### src/rtl/vga_fb_arbiter_pkg.sv
// Shared frame-buffer geometry and arbiter slot encoding for the VGA scan-out path.
package vga_fb_arbiter_pkg;
    localparam int H_VISIBLE = 640;
    localparam int H_TOTAL   = 800;
    localparam int V_VISIBLE = 480;
    localparam int V_TOTAL   = 525;
    localparam int FB_ADDR_W = 19;
    localparam int FB_DATA_W = 8;

    typedef enum logic [1:0] {
        SLOT_IDLE,
        SLOT_READ,
        SLOT_WRITE
    } slot_e;
endpackage

### src/rtl/vga_fb_arbiter_fifo_sync.sv
// Small synchronous FIFO holding posted pixel writes; head entry is visible combinationally.
module fifo_sync #(
    parameter int WIDTH = 27,
    parameter int DEPTH = 4,
    localparam int LW = $clog2(DEPTH) + 1
) (
    input  logic             clk,
    input  logic             i_sclr,
    input  logic             i_push,
    input  logic [WIDTH-1:0] i_wdata,
    input  logic             i_pop,
    output logic [WIDTH-1:0] o_rdata,
    output logic [LW-1:0]    o_level,
    output logic             o_full,
    output logic             o_empty
);
    localparam int PW = $clog2(DEPTH);

    logic [WIDTH-1:0] mem [DEPTH];
    logic [PW-1:0]    wr_ptr, rd_ptr;
    logic             push_ok, pop_ok;

    assign o_full  = (o_level == LW'(DEPTH));
    assign o_empty = (o_level == '0);
    assign push_ok = i_push && !o_full;
    assign pop_ok  = i_pop && !o_empty;
    assign o_rdata = mem[rd_ptr];

    // Storage carries no reset; only pointers and level define validity.
    always_ff @(posedge clk) begin
        if (push_ok)
            mem[wr_ptr] <= i_wdata;
    end

    always_ff @(posedge clk) begin
        if (i_sclr) begin
            wr_ptr  <= '0;
            rd_ptr  <= '0;
            o_level <= '0;
        end else begin
            if (push_ok)
                wr_ptr <= wr_ptr + PW'(1);
            if (pop_ok)
                rd_ptr <= rd_ptr + PW'(1);
            case ({push_ok, pop_ok})
                2'b10:   o_level <= o_level + LW'(1);
                2'b01:   o_level <= o_level - LW'(1);
                default: o_level <= o_level;
            endcase
        end
    end
endmodule

### src/rtl/vga_fb_arbiter.sv
// Frame-buffer port arbiter: scan-out reads always win, posted writes drain into free slots.
module vga_fb_arbiter
    import vga_fb_arbiter_pkg::*;
#(
    parameter int ADDR_W       = FB_ADDR_W,
    parameter int DATA_W       = FB_DATA_W,
    parameter int WQ_DEPTH     = 4,
    parameter int STARVE_LIMIT = 1024,
    localparam int LW = $clog2(WQ_DEPTH) + 1
) (
    input  logic              clk,
    input  logic              i_sclr,
    input  logic              i_disp_req,
    input  logic [ADDR_W-1:0] i_disp_addr,
    output logic              o_disp_valid,
    output logic [DATA_W-1:0] o_disp_data,
    input  logic              i_wr_valid,
    input  logic [ADDR_W-1:0] i_wr_addr,
    input  logic [DATA_W-1:0] i_wr_data,
    output logic              o_wr_ready,
    output logic              o_mem_en,
    output logic              o_mem_we,
    output logic [ADDR_W-1:0] o_mem_addr,
    output logic [DATA_W-1:0] o_mem_wdata,
    input  logic [DATA_W-1:0] i_mem_rdata,
    output logic [LW-1:0]     o_wq_level,
    output logic              o_starve
);
    localparam int CW     = $clog2(STARVE_LIMIT + 1);
    localparam int STAGES = 2;

    slot_e                    slot;
    logic                     push, pop, wq_full, wq_empty;
    logic [ADDR_W-1:0]        head_addr;
    logic [DATA_W-1:0]        head_data;
    logic [STAGES:0]          vld_pipe;
    logic [CW-1:0]            starve_cnt;

    always_comb begin
        slot = SLOT_IDLE;
        if (i_disp_req)
            slot = SLOT_READ;
        else if (!wq_empty)
            slot = SLOT_WRITE;
    end

    assign o_wr_ready = (o_wq_level < LW'(WQ_DEPTH));
    assign push       = i_wr_valid && o_wr_ready && !i_sclr;
    assign pop        = (slot == SLOT_WRITE) && !i_sclr;

    fifo_sync #(
        .WIDTH (ADDR_W + DATA_W),
        .DEPTH (WQ_DEPTH)
    ) u_wq (
        .clk     (clk),
        .i_sclr  (i_sclr),
        .i_push  (push),
        .i_wdata ({i_wr_addr, i_wr_data}),
        .i_pop   (pop),
        .o_rdata ({head_addr, head_data}),
        .o_level (o_wq_level),
        .o_full  (wq_full),
        .o_empty (wq_empty)
    );

    // Idle slots keep the last address/data so the RAM bus does not toggle.
    always_ff @(posedge clk) begin
        if (i_sclr) begin
            o_mem_en    <= 1'b0;
            o_mem_we    <= 1'b0;
            o_mem_addr  <= '0;
            o_mem_wdata <= '0;
        end else begin
            case (slot)
                SLOT_READ: begin
                    o_mem_en   <= 1'b1;
                    o_mem_we   <= 1'b0;
                    o_mem_addr <= i_disp_addr;
                end
                SLOT_WRITE: begin
                    o_mem_en    <= 1'b1;
                    o_mem_we    <= 1'b1;
                    o_mem_addr  <= head_addr;
                    o_mem_wdata <= head_data;
                end
                default: begin
                    o_mem_en <= 1'b0;
                    o_mem_we <= 1'b0;
                end
            endcase
        end
    end

    // [0] command on bus, [1] RAM data present, [2] data registered out.
    always_ff @(posedge clk) begin
        if (i_sclr) begin
            vld_pipe    <= '0;
            o_disp_data <= '0;
        end else begin
            vld_pipe <= {vld_pipe[STAGES-1:0], slot == SLOT_READ};
            if (vld_pipe[STAGES-1])
                o_disp_data <= i_mem_rdata;
        end
    end

    assign o_disp_valid = vld_pipe[STAGES];

    always_ff @(posedge clk) begin
        if (i_sclr) begin
            starve_cnt <= '0;
            o_starve   <= 1'b0;
        end else if (wq_full && !pop) begin
            if (starve_cnt != CW'(STARVE_LIMIT))
                starve_cnt <= starve_cnt + CW'(1);
            if (starve_cnt >= CW'(STARVE_LIMIT - 1))
                o_starve <= 1'b1;
        end else begin
            starve_cnt <= '0;
        end
    end
endmodule
### config.mk
export PLATFORM = sky130hd
export DESIGN_NAME = vga_fb_arbiter
export DESIGN_NICKNAME = d
export VERILOG_FILES = /design/src/rtl/vga_fb_arbiter_pkg.sv /design/src/rtl/vga_fb_arbiter_fifo_sync.sv /design/src/rtl/vga_fb_arbiter.sv
export SDC_FILE = /design/constraint.sdc
export NUM_CORES = 1
export LEC_CHECK = 0
export ABC_AREA = 1
export CAP_MARGIN = 20
export CORE_MARGIN = 4
export CORE_UTILIZATION = 35
export CTS_BUF_LIST = sky130_fd_sc_hd__clkbuf_16
export CTS_CLUSTER_SIZE = 10
export DETAILED_ROUTE_END_ITERATION = 16
export GPL_TIMING_DRIVEN = 0
export HOLD_SLACK_MARGIN = 0.06
export REMOVE_ABC_BUFFERS = 1
export SYNTH_ARGS = -nofsm -noshare
export SYNTH_HDL_FRONTEND = slang
export SYNTH_SLANG_ARGS = --single-unit
export TNS_END_PERCENT = 10
### constraint.sdc
create_clock -name clk -period 4.1 [get_ports clk]
set_input_delay 0.615 -clock clk [delete_from_list [all_inputs] [get_ports clk]]
set_output_delay 0.615 -clock clk [all_outputs]
set_load 0.02 [all_outputs]
# Yosys cells after proc, flatten, opt, wreduce, memory -nomap -nowiden
# Memories as Yosys holds them, arrays and structs flattened. A register that Yosys moved wholly into a read port is not among the register bits.
# Cells that the tools add are included.
# word_totals
romBits	0
output_inout_bits	43
ff_bits	59
elab_cells	52
mem_bits_rw	108
input_bits	58
n_memories	1
latch_bits	0
# mem_list
memory	words	width	rd	rd_clocked_by_memory_dff	write_ports	line_no	text
u_wq.mem	4	27	1	1	1	vga_fb_arbiter_fifo_sync.sv:19	logic [WIDTH-1:0] mem [DEPTH];
# classes
mul	0
bitwise_logic	1
n_eq_ne	6
shift	0
mux	10
reduce_logical	16
addsub	5
div_mod_pow	0
order_cmp	2
# op_table
cell	count
one-hot mux 19 bit (2 select lines)	1
adder 11 x 1 -> 11 bit, second input constant	1
>= comparator 11 x 10 -> 1 bit, second input constant	1
inequality test 11 bit, second input constant	1
two-way mux 2 bit	4
logical AND 1 bit	6
one-hot mux 3 bit (2 select lines)	1
adder 2 x 1 -> 2 bit, second input constant	2
equality test 2 x 1 -> 1 bit, second input constant	2
equality test 2 bit, second input constant	2
zero test 1 bit	4
two-way mux 1 bit	4
nonzero test 2 bit	2
OR reduction 2 bit	2
adder 3 x 1 -> 3 bit, second input constant	1
equality test 3 bit, second input constant	1
zero test 3 bit	1
less-than comparator 3 bit, second input constant	1
subtractor 3 x 1 -> 3 bit, second input constant	1
AND reduction 2 bit	1
inverter 1 bit	1

# Logic depth before layout (Yosys ltp)
# Gate-level depths: netlist of run 1.
# logic_depth
depth_word	9
ltp_mapped	13
ltp_nobuf	12

# Cells and area by module
# From an unflattened synthesis of run 1, not the netlist that was laid out.
# unflattened
cells_unflattened	636
hier_area_um2	6729.0
# modules_own_cells
module	area_per_inst_um2	instances	cells_per_inst	seq_area_each_um2
fifo_sync	4544.4	1	331	3423.3
vga_fb_arbiter	2184.6	1	305	1041.0

# Worst setup path before layout of run 1
# Ideal clock, no wire load.
# synth_timing
path_type	input -> register
startpoint	in i_sclr
endpoint	mem u_wq.mem[0][0] (enable)
arrival_time_ns	2.209
path_buffers	1
setup_ns	0.411
required_time_ns	3.689
slack_ns	1.480
cell_stages	4
cell_sequence	buf_2 > inv_2 > nand3_2 > nor2_1
# synth_between
elab_chain_cells	5
# synth_rtl
element	line_no	text
from (decl)	vga_fb_arbiter.sv:12	input logic i_sclr,
zero test 1 bit	vga_fb_arbiter.sv:48	assign push = i_wr_valid && o_wr_ready && !i_sclr;
logical AND 1 bit	vga_fb_arbiter.sv:48	
logical AND 1 bit	vga_fb_arbiter_fifo_sync.sv:25	assign push_ok = i_push && !o_full;
two-way mux 1 bit	vga_fb_arbiter_fifo_sync.sv:31	if (push_ok)
two-way mux 1 bit (implied by the code)	vga_fb_arbiter_fifo_sync.sv:32	mem[wr_ptr] <= i_wdata;
to (decl)	vga_fb_arbiter_fifo_sync.sv:19	
# No other way between the ends.

# Worst setup path after layout of run 1
# layout_timing
startpoint	in i_sclr
endpoint	mem u_wq.mem[2][3] (enable)
# Same word-level chain as after synthesis.

==> metrics.md, run 1 <==
| Metric | Value |
|---|---|
| Number of DRC violations after detailed routing | `0` |
| Area occupied by multi-input gates | `2040 um^2` |
| Gpl congestion | `0.737` |
| Number of instances in the synthesized netlist | `717` |
| Number of buffers inserted during clock tree synthesis | `17` |
| Hold Path Origin | `vld_pipe[0]` |
| Final hold violation count | `0` |
| Routed length per instance | `14.5 um` |
| Number of antenna-violating nets in the routed design | `0` |
| Worst reg-to-reg setup slack | `1.42 ns` |
| Core Area | `19500 um^2` |
| Hold endpoint | `vld_pipe[1]` |
| Total die area | `22300 um^2` |
| CP max stage cell | `clkdlybuf4s50_1` |
| Port bufs | `100` |
| Min-Delay Path Depth | `2` |
| Aggregate global-route resource usage | `14.6%` |
| Die span in y | `149 um` |
| Area of the mapped netlist | `6980 um^2` |
| Number of fill cells | `1843` |
| GRT Residual Overflow | `0` |
| Number of buffers added for setup after CTS | `0` |
| Starting density of the core | `35.7%` |
| Crit Path Class | `in2reg` |
| FF+latch count, synth | `169` |
| Final period utilization | `85.8%` |
| Number of setup violations in the final report | `0` |
| Post-synthesis simple-gate area fraction | `19.6%` |
| Register area share after synthesis | `64.0%` |
| Final period demand of the worst path | `3.52 ns` |
| Detailed router's first-iteration violation count | `290` |
| Mux share of post-synthesis cell area | `0%` |
| Achievable Freq | `284 MHz` |
| Count of synthesis-stage warnings from yosys | `0` |
| Run status | `completed` |
| Average size of a mapped cell | `9.74 um^2` |
| R2R Path End | `u_wq.o_level[2]` |
| Adder and majority cell fraction of the synthesized area | `1.54%` |
| Clock latency of the later-clocked register in the worst-skew pair | `0.43 ns` |
| Flip-flop cell with the highest count after synthesis | `edfxtp_1` |
| Synthesized-area fraction occupied by ao, oa, aoi and oai cells | `7.49%` |
| Synth-to-Final Area Change | `26.2%` |
| First-pass GRT wire length | `24800 um` |
| Max Clock Skew | `0.0126 ns` |
| Number of I/O pins | `101` |
| Number of buffers between clock root and the deepest sink | `2` |
| Largest net degree at the start of global routing | `55` |
| First-pass detailed-route iteration total | `4` |
| Die W | `149 um` |
| Wirelength, routed | `15700 um` |
| Deepest level of the CTS H-tree | `4` |
| Critical Path RT | `4.15 ns` |
| Peak supply drop | `0.262 mV` |
| Placement-stage worst setup slack | `0.0191 ns` |
| Sequential standard cell area | `4470 um^2` |
| Total of hold buffers inserted after clock tree synthesis | `0` |
| CP Cell Sequence | `clkdlybuf4s50_1 -> inv_2 -> nand3_2 -> nor2_4` |
| Tightest Hold Check Type | `reg2reg` |
| RSZ-0062 raised after global routing | `no` |
| CP Capture Type | `register` |
| Final max-slew violation count | `0` |
| Number of flops mapped to enable cells by yosys | `108` |
| Worst stage delay on the critical path | `0.85 ns` |
| Antenna violations before repair | `0` |
| Maximum capacitance violations | `0` |
| Vias per inst | `4.53` |
| Worst path setup slack after routing | `0.584 ns` |
| Worst r2r path cells | `11` |
| Actual slew at the worst max-slew pin | `0.940 ns` |
| Number of cells upsized or downsized after cts | `0` |
| P per Cell Area | `456 nW/um^2` |
| XOR/XNOR Fraction of Synth Area | `0.251%` |
| Num rows | `51` |
| Type of element launching the critical path | `input port` |
| Clock transition time at the flip-flop clock pins of the worst setup and hold paths | `0.06 ns` |
| Hpwl dp | `9660 um` |
| Post-route worst hold slack | `0.407 ns` |
| Net count, final | `875` |
| Sink Count | `169` |
| Arrival time at the worst endpoint | `3.57 ns` |
| Clk Tree Root Cell | `clkbuf_16` |
| Startpoint of the worst register-to-register path | `u_wq.o_level[2]` |
| Maximum net fanout on the critical path | `35` |
| Slew margin rel. | `37.2%` |
| CTS tree | `yes` |
| Number of different library cells in the post-synthesis netlist | `34` |
| Routed via count | `4927` |
| Layout cells sized above 1 | `6.81%` |
| Main combinational cell family by area after synthesis | `simple AND/OR/NAND/NOR gates` |
| Leak pwr | `3.40 nW` |
| Number of antenna diodes | `0` |
| FFs w/ async S/R, synth | `0%` |
| Design Power | `4.02 mW` |
| Number of global-route vias before repair | `4745` |
cell type report:
class | count | area share, %
tap | 265 | 3.76
inverter | 75 | 3.31
sequential | 169 | 50.7
clock buffer | 17 | 4.83
multi-input combinational | 442 | 23.2
clock inverter | 15 | 1.75
timing repair buffer | 104 | 12.4
metrics by stage:
step                      util, %  TNS, ns  instances  area (um^2)
after global routing         45.1        0       1087         8810
after CTS                    45.1        0       1087         8810
final                        45.1        0       1087         8810
after detailed placement     42.1        0       1055         8230
after global placement       41.5  -138.73       1051         8100
after floorplan                 -        0        686         6770
cell families after synthesis:
group           count (synthesis)
fa+ha+maj                       8
xor+xnor                        2
simple gates                  330
flops                         169
compound gates                102
buf+inv                       106
cell usage in the layout (no fill, tap or decap), types with 2 or more instances in the layout:
cell,n
buf_12,2
nand3_1,29
clkinv_4,3
buf_16,2
o21ai_0,60
dfxtp_1,60
o21ai_1,10
edfxtp_1,108
nor2_4,6
inv_1,70
nand4_1,12
clkbuf_16,17
nand3_2,2
clkinv_1,2
clkinvlp_4,2
inv_6,4
clkdlybuf4s50_1,100
nand2_2,2
bufinv_16,2
nor2_1,136
a21oi_1,29
inv_4,2
inv_2,4
nor2_2,2
nand2_1,138
ha_1,7
registers in the layout, indices dropped and copies added (netlist names), named ones only:
name and cells:
o_disp_data 8, o_mem_wdata 8, u_wq.rd_ptr 2, o_mem_addr 19
u_wq.wr_ptr 2, u_wq.o_level 3, o_mem_we 1, o_starve 1
u_wq.mem 108, vld_pipe 3, o_mem_en 1, starve_cnt 11
worst max-delay path: cells and delay by family:
family | cells | cell delay [ns]
simple gates | 2 | 1.32
buf+inv | 2 | 1.60
worst max-delay path by stage:
| stage | start | to | slack [ns] | depth (start not counted) |
|---|---|---|---|---|
| 2_1_floorplan | i_sclr | u_wq.mem[0][0] | 1.43 | 3 |
| 3_3_place_gp | i_sclr | u_wq.mem[1][16] | -1.33 | 4 |
| 3_5_place_dp | i_sclr | u_wq.mem[2][4] | 0.02 | 4 |
| 4_1_cts | i_sclr | u_wq.mem[2][10] | 0.50 | 4 |
| 5_1_grt | i_sclr | u_wq.mem[2][10] | 0.29 | 4 |
| 6_report | i_sclr | u_wq.mem[2][3] | 0.58 | 4 |
cell usage after synthesis (2+ instances only):
cell type / count / area share, %
clkbuf_2: 2 / 0.14
a21oi_1: 29 / 2.1
o21ai_0: 60 / 4.3
nand3_1: 29 / 2.1
nor2_4: 2 / 0.32
nand3_2: 2 / 0.29
ha_1: 7 / 1.3
buf_6: 7 / 1.1
buf_2: 14 / 1.0
edfxtp_1: 108 / 46
nand2_2: 2 / 0.18
inv_1: 67 / 3.6
dfxtp_1: 61 / 17
inv_2: 4 / 0.22
inv_4: 2 / 0.18
o21ai_1: 10 / 0.72
nor2_1: 140 / 7.5
nand4_1: 12 / 1.1
nor2_2: 2 / 0.18
nand2_1: 138 / 7.4
buf_4: 6 / 0.65
routing by layer:
layer  up-vias  track usage, %  wire [um]
li1       2534               -          -
met3        14            3.86        756
met2        91            23.4       7330
met1      2288            19.4       7470
met5         -               0          0
met4         0            4.44        197
report_power, final:
group	leakage [nW]	switching (mW)	total [mW]	internal [mW]
registers	1.48	0.0406	1.93	1.89
clock network	0.288	0.667	1.57	0.900
logic	1.63	0.314	0.525	0.211
No activity file was read; power rests on OpenSTA's default activity.
==> run 2, diff against run 1 <==
--- a/config.mk
+++ b/config.mk
@@ -9,12 +9,12 @@
 export CAP_MARGIN = 20
 export CORE_MARGIN = 4
 export CORE_UTILIZATION = 35
-export CTS_BUF_LIST = sky130_fd_sc_hd__clkbuf_16
+export CTS_BUF_LIST = sky130_fd_sc_hd__clkbuf_4 sky130_fd_sc_hd__clkbuf_8
 export CTS_CLUSTER_SIZE = 10
 export DETAILED_ROUTE_END_ITERATION = 16
 export GPL_TIMING_DRIVEN = 0
-export HOLD_SLACK_MARGIN = 0.06
 export REMOVE_ABC_BUFFERS = 1
+export SLEW_MARGIN = 20
 export SYNTH_ARGS = -nofsm -noshare
 export SYNTH_HDL_FRONTEND = slang
 export SYNTH_SLANG_ARGS = --single-unit
==> run 2 against run 1 <==
Against the previous run:
- non-clock buffer count is 1 higher
- flip-flop and latch count unchanged
- largest cell class unchanged
- final cell count is essentially flat
- routed wire length shrank 0.33%
- sequential share of layout area up 0.98 points
- critical path depth increased by 1
- clock skew barely moved
==> metrics.md, run 2 (synthesis gave the netlist of run 1 again) <==
| Metric | Value |
|---|---|
| Run status | `completed (unchanged)` |
| Final period utilization | `82.3% (was 85.8%)` |
| CP Capture Type | `register (unchanged)` |
| CP max stage cell | `clkdlybuf4s50_1 (unchanged)` |
| Critical Path RT | `4.27 ns (was 4.15 ns)` |
| Final standard cell utilization of the core | `44.3% (was 45.1%)` |
| Placement-stage worst setup slack | `0.149 ns (was 0.0191 ns)` |
| Sequential standard cell area | `4470 um^2 (unchanged)` |
| P per Cell Area | `411 nW/um^2 (was 456 nW/um^2)` |
| Most common cell after layout, fill and taps aside | `nand2_1 (unchanged)` |
| Post-route worst hold slack | `0.412 ns (was 0.407 ns)` |
| Type of element launching the critical path | `input port (unchanged)` |
| Number of fill cells | `1899 (was 1843)` |
| Number of antenna-violating nets in the routed design | `0 (unchanged)` |
| Final max-slew violation count | `0 (unchanged)` |
| Clk Tree Root Cell | `clkbuf_8 (was clkbuf_16)` |
| Number of buffers added for setup after CTS | `0 (unchanged)` |
| Largest register FFs | `108 (unchanged)` |
| GRT Residual Overflow | `0 (unchanged)` |
| Starting density of the core | `35.7% (unchanged)` |
| Design Power | `3.55 mW (was 4.02 mW)` |
| First-pass detailed-route iteration total | `5 (was 4)` |
| Detailed router's first-iteration violation count | `325 (was 290)` |
| Number of buffers and inverters on the critical path | `3 (was 2)` |
| Slew margin rel. | `40.9% (was 37.2%)` |
| Port bufs | `100 (unchanged)` |
| Number of global-route vias before repair | `4689 (was 4745)` |
| Met3 wire length | `787 um (was 756 um)` |
| Num rows | `51 (unchanged)` |
| Actual slew at the worst max-slew pin | `0.885 ns (was 0.940 ns)` |
| Logic depth of the worst setup path including buffers | `5 (was 4)` |
| Top Family by Delay on Critical Path | `buffers and inverters (unchanged)` |
| Aggregate global-route resource usage | `14.5% (was 14.6%)` |
| Number of I/O pins | `101 (unchanged)` |
| Maximum capacitance violations | `0 (unchanged)` |
| Worst path setup slack after routing | `0.724 ns (was 0.584 ns)` |
| Tightest Hold Check Type | `reg2reg (unchanged)` |
| Leading cell types in the layout, fill and taps excluded | `nand2_1 (138), nor2_1 (136), edfxtp_1 (108) (unchanged)` |
| Area occupied by multi-input gates | `2040 um^2 (unchanged)` |
| Min-Delay Path Depth | `2 (unchanged)` |
| Deepest level of the CTS H-tree | `4 (unchanged)` |
| Total non-filler cell area in the finished layout | `8640 um^2 (was 8810 um^2)` |
| Synth-to-Final Area Change | `23.8% (was 26.2%)` |
| Hpwl dp | `9980 um (was 9660 um)` |
| Max Clock Skew | `0.0128 ns (was 0.0126 ns)` |
| Crit Path Class | `in2reg (unchanged)` |
| Number of antenna diodes | `0 (unchanged)` |
| Worst r2r path cells | `11 (unchanged)` |
| Number of DRC violations after detailed routing | `0 (unchanged)` |
| Die span in y | `149 um (unchanged)` |
| Met2 wire length | `7240 um (was 7330 um)` |
| Cell Area, Placed | `8270 um^2 (was 8230 um^2)` |
| Sink Count | `169 (unchanged)` |
| CTS tree | `yes (unchanged)` |
| Flop pwr share | `54.5% (was 47.9%)` |
| Core Area | `19500 um^2 (unchanged)` |
| Achievable Freq | `296 MHz (was 284 MHz)` |
| Die W | `149 um (unchanged)` |
| Final period demand of the worst path | `3.38 ns (was 3.52 ns)` |
| Clock network fraction of total power | `30.9% (was 39.0%)` |
| Layout cells sized above 1 | `7.41% (was 6.81%)` |
| Vias per inst | `4.50 (was 4.53)` |
| Number of cells upsized or downsized after cts | `0 (unchanged)` |
| Highest Signal Layer | `met4 (unchanged)` |
| CP Cell Sequence | `clkdlybuf4s50_1 -> inv_2 -> nand3_2 -> nor2_4 -> buf_16 (was clkdlybuf4s50_1 -> inv_2 -> nand3_2 -> nor2_4)` |
| Leak pwr | `3.30 nW (was 3.40 nW)` |
| Number of buffers inserted during clock tree synthesis | `17 (unchanged)` |
| Routed via count | `4898 (was 4927)` |
| First-pass GRT wire length | `24800 um (about the same)` |
| Worst stage delay on the critical path | `0.85 ns (about the same)` |
| Number of buffers between clock root and the deepest sink | `2 (unchanged)` |
| Routed length per instance | `14.4 um (was 14.5 um)` |
| Setup_tns | `0 ns (unchanged)` |
| Number of setup violations in the final report | `0 (unchanged)` |
| Top Registers | `u_wq.mem: 108 flops, o_mem_addr: 19 flops, starve_cnt: 11 flops (unchanged)` |
| Gpl congestion | `0.737 (unchanged)` |
| Final hold violation count | `0 (unchanged)` |
| Final Instance Count excl. Fillers | `1088 (was 1087)` |
| Internal portion of total power | `2.58 mW (was 3.00 mW)` |
| Gate power share | `14.6% (was 13.1%)` |
| Switching portion of total power | `27.3% (was 25.4%)` |
| Peak supply drop | `0.260 mV (was 0.262 mV)` |
| Met1 Routed Length | `7480 um (was 7470 um)` |
| Clock latency of the later-clocked register in the worst-skew pair | `0.45 ns (was 0.43 ns)` |
| Wirelength, routed | `15700 um (about the same)` |
| Cell total after placement | `1056 (was 1055)` |
| Largest net degree at the start of global routing | `55 (unchanged)` |
| Total of hold buffers inserted after clock tree synthesis | `0 (unchanged)` |
| Power dissipated by switching net loads | `0.970 mW (was 1.02 mW)` |
| Total die area | `22300 um^2 (unchanged)` |
| Net count, final | `876 (was 875)` |
| Arrival time at the worst endpoint | `3.54 ns (was 3.57 ns)` |
| Clock transition time at the flip-flop clock pins of the worst setup and hold paths | `0.08 ns (was 0.06 ns)` |
| Maximum net fanout on the critical path | `35 (unchanged)` |
| RSZ-0062 raised after global routing | `no (unchanged)` |
| Antenna violations before repair | `0 (unchanged)` |
| Biggest register | `u_wq.mem (unchanged)` |
[run 2: changes by cell type in the layout (fill, tap and decap cells not counted), moves of 3 or more]
| cell | before | now |
|---|---|---|
| clkbuf_8 | 0 | 20 |
| clkbuf_16 | 17 | 0 |
| clkinvlp_4 | 2 | 6 |
| buf_16 | 2 | 5 |
| inv_1 | 70 | 67 |
[run 2: routing by layer]
metal	global-route usage, %	vias to the layer above
met1	19.1	2252
met5	0	-
met2	23.6	107
met4	4.30	0
li1	-	2526
met3	4.01	13
[run 2: worst paths after layout]
kind	endpoint	from	slack, ns
worst min-delay path	vld_pipe[1]	vld_pipe[0]	0.41
worst min register to register	vld_pipe[1]	vld_pipe[0]	0.41
worst max-delay path	u_wq.mem[1][3]	i_sclr	0.72
worst max register to register	u_wq.o_level[2]	u_wq.o_level[2]	1.42
[run 2: cell type report]
type                    instances  share of cell area [%]
clock inverters                11                    1.01
repair buffers                105                    13.2
multi-input cells             442                    23.6
inverters                      75                    3.37
well taps                     265                    3.84
clock buffers                  21                    3.27
flip-flops and latches        169                    51.7
[run 2: power groups by stage]
stage	logic (mW)	clock network [mW]	registers, mW
2_1_floorplan	0.209	0	2.02
3_3_place_gp	0.491	0	1.98
3_5_place_dp	0.524	0	1.97
4_1_cts	0.526	1.14	1.93
5_1_grt	0.575	1.21	1.94
6_report	0.519	1.10	1.93
[run 2: tightest hold or removal path, stage by stage, from the launching register on]
cell,delay (ns)
dfxtp_1,0.30
inv_1,0.04
nor2_1,0.03
